### config.mk
export PLATFORM = sky130hd
export DESIGN_NAME = gray_count_source
export DESIGN_NICKNAME = d
export VERILOG_FILES = /design/src/rtl/gray_count_source.sv
export SDC_FILE = /design/constraint.sdc
export NUM_CORES = 1
export LEC_CHECK = 0
export ABC_AREA = 1
export BUFFER_PORTS_ARGS = -buffer_cell sky130_fd_sc_hd__buf_2
export CORE_MARGIN = 2
export CORE_UTILIZATION = 35
export CTS_CLUSTER_DIAMETER = 200
export DETAILED_ROUTE_END_ITERATION = 10
export GPL_TIMING_DRIVEN = 0
export PLACE_DENSITY = 0.71
export SLEW_MARGIN = 40
export SYNTH_ARGS = -nofsm -noshare
export SYNTH_HDL_FRONTEND = slang
export SYNTH_SLANG_ARGS = --single-unit
### constraint.sdc
create_clock -name clk -period 3.4 [get_ports clk]
set_input_delay 0.34 -clock clk [delete_from_list [all_inputs] [get_ports clk]]
set_output_delay 0.34 -clock clk [all_outputs]
set_load 0.02 [all_outputs]
### src/rtl/gray_count_source.sv
// -----------------------------------------------------------------------------
// gray_count_source
//
// Registered Gray-code producer. It keeps an internal binary count and emits
// one Gray code per accepted transfer on a valid/ready output channel. Supports
// up/down counting, synchronous load and a terminal-count sideband. Downstream
// Gray-to-binary conversion of each emitted code should reproduce the binary
// value that `count` held when the code was emitted.
//
// Ports:
//   clk         in   rising-edge clock
//   resetn      in   asynchronous active-low reset
//   en          in   request to emit the next code
//   dir         in   direction applied at emission (1 = up, 0 = down)
//   load        in   synchronous load of load_bin (drops any pending code)
//   load_bin    in   binary value for the next emission after a load
//   gray        out  emitted Gray code (registered)
//   gray_valid  out  gray holds an unconsumed code
//   gray_ready  in   downstream accepts gray this cycle
//   wrap        out  emitted code is the terminal value for its direction
//   count       out  binary value of the next code to emit
// -----------------------------------------------------------------------------
module gray_count_source #(
  parameter int DATA_WIDTH = 3
) (
  input  logic                  clk,
  input  logic                  resetn,
  input  logic                  en,
  input  logic                  dir,
  input  logic                  load,
  input  logic [DATA_WIDTH-1:0] load_bin,
  output logic [DATA_WIDTH-1:0] gray,
  output logic                  gray_valid,
  input  logic                  gray_ready,
  output logic                  wrap,
  output logic [DATA_WIDTH-1:0] count
);

  localparam logic [DATA_WIDTH-1:0] COUNT_MAX  = {DATA_WIDTH{1'b1}};
  localparam logic [DATA_WIDTH-1:0] COUNT_ZERO = {DATA_WIDTH{1'b0}};

  logic [DATA_WIDTH-1:0] count_q, count_d;
  logic [DATA_WIDTH-1:0] gray_q, gray_d;
  logic                  valid_q, valid_d;
  logic                  wrap_q, wrap_d;

  logic [DATA_WIDTH-1:0] next_gray;
  logic                  fire;
  logic                  slot;

  // Binary-to-Gray of the value about to be emitted: each bit is the XOR of
  // its binary bit and the next more significant one; the MSB passes through.
  genvar gi;
  generate
    for (gi = 0; gi < DATA_WIDTH - 1; gi++) begin : g_gray_bit
      assign next_gray[gi] = count_q[gi] ^ count_q[gi+1];
    end
  endgenerate
  assign next_gray[DATA_WIDTH-1] = count_q[DATA_WIDTH-1];

  assign fire = valid_q & gray_ready;
  // Output register is empty or being drained at this edge.
  assign slot = ~valid_q | gray_ready;

  always_comb begin
    count_d = count_q;
    gray_d  = gray_q;
    valid_d = valid_q;
    wrap_d  = wrap_q;
    if (load) begin
      // Load discards any pending code; gray/wrap keep their last values.
      count_d = load_bin;
      valid_d = 1'b0;
    end else if (en && slot) begin
      gray_d  = next_gray;
      valid_d = 1'b1;
      wrap_d  = dir ? (count_q == COUNT_MAX) : (count_q == COUNT_ZERO);
      count_d = dir ? (count_q + 1'b1) : (count_q - 1'b1);
    end else if (fire) begin
      // Reaching here with fire set implies en is low (fire implies slot).
      valid_d = 1'b0;
    end
  end

  always_ff @(posedge clk or negedge resetn) begin
    if (!resetn) begin
      count_q <= '0;
      gray_q  <= '0;
      valid_q <= 1'b0;
      wrap_q  <= 1'b0;
    end else begin
      count_q <= count_d;
      gray_q  <= gray_d;
      valid_q <= valid_d;
      wrap_q  <= wrap_d;
    end
  end

  assign gray       = gray_q;
  assign gray_valid = valid_q;
  assign wrap       = wrap_q;
  assign count      = count_q;

endmodule
==> impl_metrics.py <==
metrics = {
    "route": {
        "routed_wl_um": 901,
        "drt-initial-drc-count": 10,
        "routed_via_density": 4.59,
        "firstDrtPassIters": 4,
        "drc_errors": 0,
        "ant_nets": 0,
        "wl_per_cell_um": 9.48,
        "vias": 436,
    },
    "clock_tree": {
        "cts_setup_buffers": 0,
        "cts-buffers-inserted": 3,
        "tritoncts": "built",
        "cts_sinks": 8,
        "htree_levels": 1,
        "insertion_delay_ns": 0.26,
        "root_buffer": "clkbuf_4",
        "cts_hold_buf": 1,
        "clkTransAtPathRegs_ns": 0.06,
        "post_cts_resized": 0,
        "clockBufferDepth": 2,
    },
    "synthesis": {
        "synth_cells": 60,
        "synth_seq_cells": 8,
        "synth_cell_types": 14,
        "yosysWarnings": 0,
        "synthFlopType": "dfrtp_1",
        "ys_async_sr_fraction_pct": 100,
        "syn_nets": 72,
        "syn_avg_cell_area_sq_um": 7.80,
        "synth_largest_area_cell": "dfrtp_1",
        "yosys-top-cells-area": "dfrtp_1 (43%), nand2_1 (22%), o21ai_0 (6.4%), inv_1 (6.4%), ha_1 (5.3%)",
        "synth_edf_count": 0,
        "synthTopCellsByCount": "nand2_1 (27), dfrtp_1 (8), inv_1 (8)",
        "syn_area_sq_um": 468,
        "yosysMostFrequentCell": "nand2_1",
        "ys_seq_area_share_pct": 42.8,
        "synth.top_cell.area_share_pct": 42.8,
    },
    "timing": {
        "fin_crit_ns": 1.34,
        "finalSetupViolations": 0,
        "fmax_mhz": 744,
        "finalCritPeriodShare_pct": 39.5,
        "hold_viol": 0,
        "rsz0062_at_grt": "no",
        "skew_ns": 0.00163,
        "worstMarginPinSlew_ns": 0.212,
        "final.setup.tns_ns": 0,
        "drv_slew": 0,
        "slew_headroom_pct": 85.9,
        "whs_ns": 0.321,
    },
    "placement": {
        "placedCellCount": 91,
        "dp_hpwl_um": 715,
        "globalplace.congestion": 0.770,
        "io_buffers": 16,
    },
    "worst_setup_path": {
        "reg2reg_from": "count[1]",
        "startpoint_type": "register",
        "r2r_cells": 5,
        "reg2reg_slack_ns": 2.16,
        "worstPathMaxFanout": 6,
        "crit_arrival_ns": 1.00,
        "regToRegEndpoint": "count[2]",
        "path_class": "register to primary output",
        "crit_path_end_kind": "primary output",
        "required_ns": 3.06,
    },
    "layout": {
        "fin_cells": 95,
        "fillCellCount": 122,
        "multi_input_area_sq_um": 226,
        "drive_above_1_share_pct": 28.7,
        "syn2layout_area_growth_pct": 28.1,
        "final_nets": 94,
        "diodes": 0,
        "layout.area.seq_sq_um": 200,
    },
    "power": {
        "vdd_drop_max_mv": 0.191,
        "leakage_nw": 0.355,
        "p_per_area_nw_per_um2": 512,
    },
    "global_routing": {
        "grt_pass1_vias": 360,
        "antenna_found_initial": 0,
        "grt-ovfl-total": 0,
        "grt.total_usage_pct": 13.4,
        "grt_max_degree": 9,
        "grt_pass1_wl_um": 1390,
    },
    "floorplan": {
        "die_h_um": 40.6,
        "fp.dieArea_sq_um": 1650,
        "rows": 13,
        "die_w_um": 40.6,
        "start_util_pct": 36.9,
        "core_area_sq_um": 1270,
        "io_pins": 17,
    },
    "job": {
        "maxCapViolCount": 0,
    },
    "outcome": {
        "status": "completed",
    },
    "min_path": {
        "min_to": "gray_valid",
        "min_path_type": "primary input to register",
        "min_from": "load",
        "whs_path_depth": 2,
    },
}
==> critical path, cell delays in order, from the launching register on <==
cell     delay (ns)
dfrtp_1        0.44
buf_4          0.16
buf_2          0.14
==> state kept, by name, indices dropped and copies added, names as in the netlist <==
name / cells
wrap: 1
gray_valid: 1
gray: 3
count: 3
==> how the worst max path moves through the flow <==
stage | startpoint | to | slack (ns) | depth (start not counted)
final | count[2] | count[2] | 2.06 | 2
after detailed placement | dir | count[1] | 2.07 | 7
after floorplan | count[1] | count[1] | 2.10 | 5
after global routing | count[2] | count[2] | 2.02 | 2
after global placement | dir | count[1] | 2.07 | 7
after CTS | count[2] | count[2] | 2.04 | 2
==> cell usage in the layout, fill, tap and decap left out <==
master	netlist	routed
a21oi_1	1	1
buf_2	0	16
buf_4	1	1
clkbuf_4	0	3
dfrtp_1	8	8
dlygate4sd3_1	0	1
fa_1	1	1
ha_1	2	2
inv_1	8	8
inv_2	1	1
nand2_1	27	27
nand2_2	1	1
nand3_1	1	1
nand3_4	1	1
nand3b_1	1	1
o21ai_0	6	6
xnor2_1	1	1
==> area by class of cell <==
cell class	count	area share [%]
Clock buffer	3	3.76
Tap cell	15	3.13
Sequential cell	8	33.4
Buffer	1	1.25
Timing Repair Buffer	17	15.0
Inverter	9	5.64
Multi-Input combinational cell	42	37.8
==> power breakdown <==
group	internal (mW)	leakage (nW)	switching, mW
combinational	0.0409	0.241	0.0622
sequential	0.113	0.100	0.0158
clock	0.0405	0.0138	0.0343
==> cells by family (layout without fill, tap and decap cells) <==
group,after synthesis,in the layout,synth area share [%]
and+or+nand+nor,31,31,29.4
DFF,8,8,42.8
buffers and inverters,10,30,8.82
AOI/OAI and AO/OA,7,7,7.49
xor gates and xnor gates,1,1,1.87
adders and majority gates,3,3,9.62
==> layer usage <==
metal  vias up  global-route usage [%]  share of wire (%)  wire length (um)
met1       195                    15.2                 43               390
met5         -                       0                  0                 0
met2        13                    21.4                 48               433
met3         2                    3.33                5.5                50
met4         0                    10.0                3.0                27
li1        226                       -                  -                 -
==> per-stage QoR <==
step	power [mW]	utilization, %	worst slack, ns	area [sq um]
detailed placement	0.234	44.7	2.07	567
finish	0.307	47.2	2.06	599
global placement	0.232	44.7	2.07	567
global route	0.333	47.2	2.02	599
floorplan	0.198	-	2.10	468
CTS	0.312	47.2	2.04	599
No activity file was read; power rests on OpenSTA's default activity.
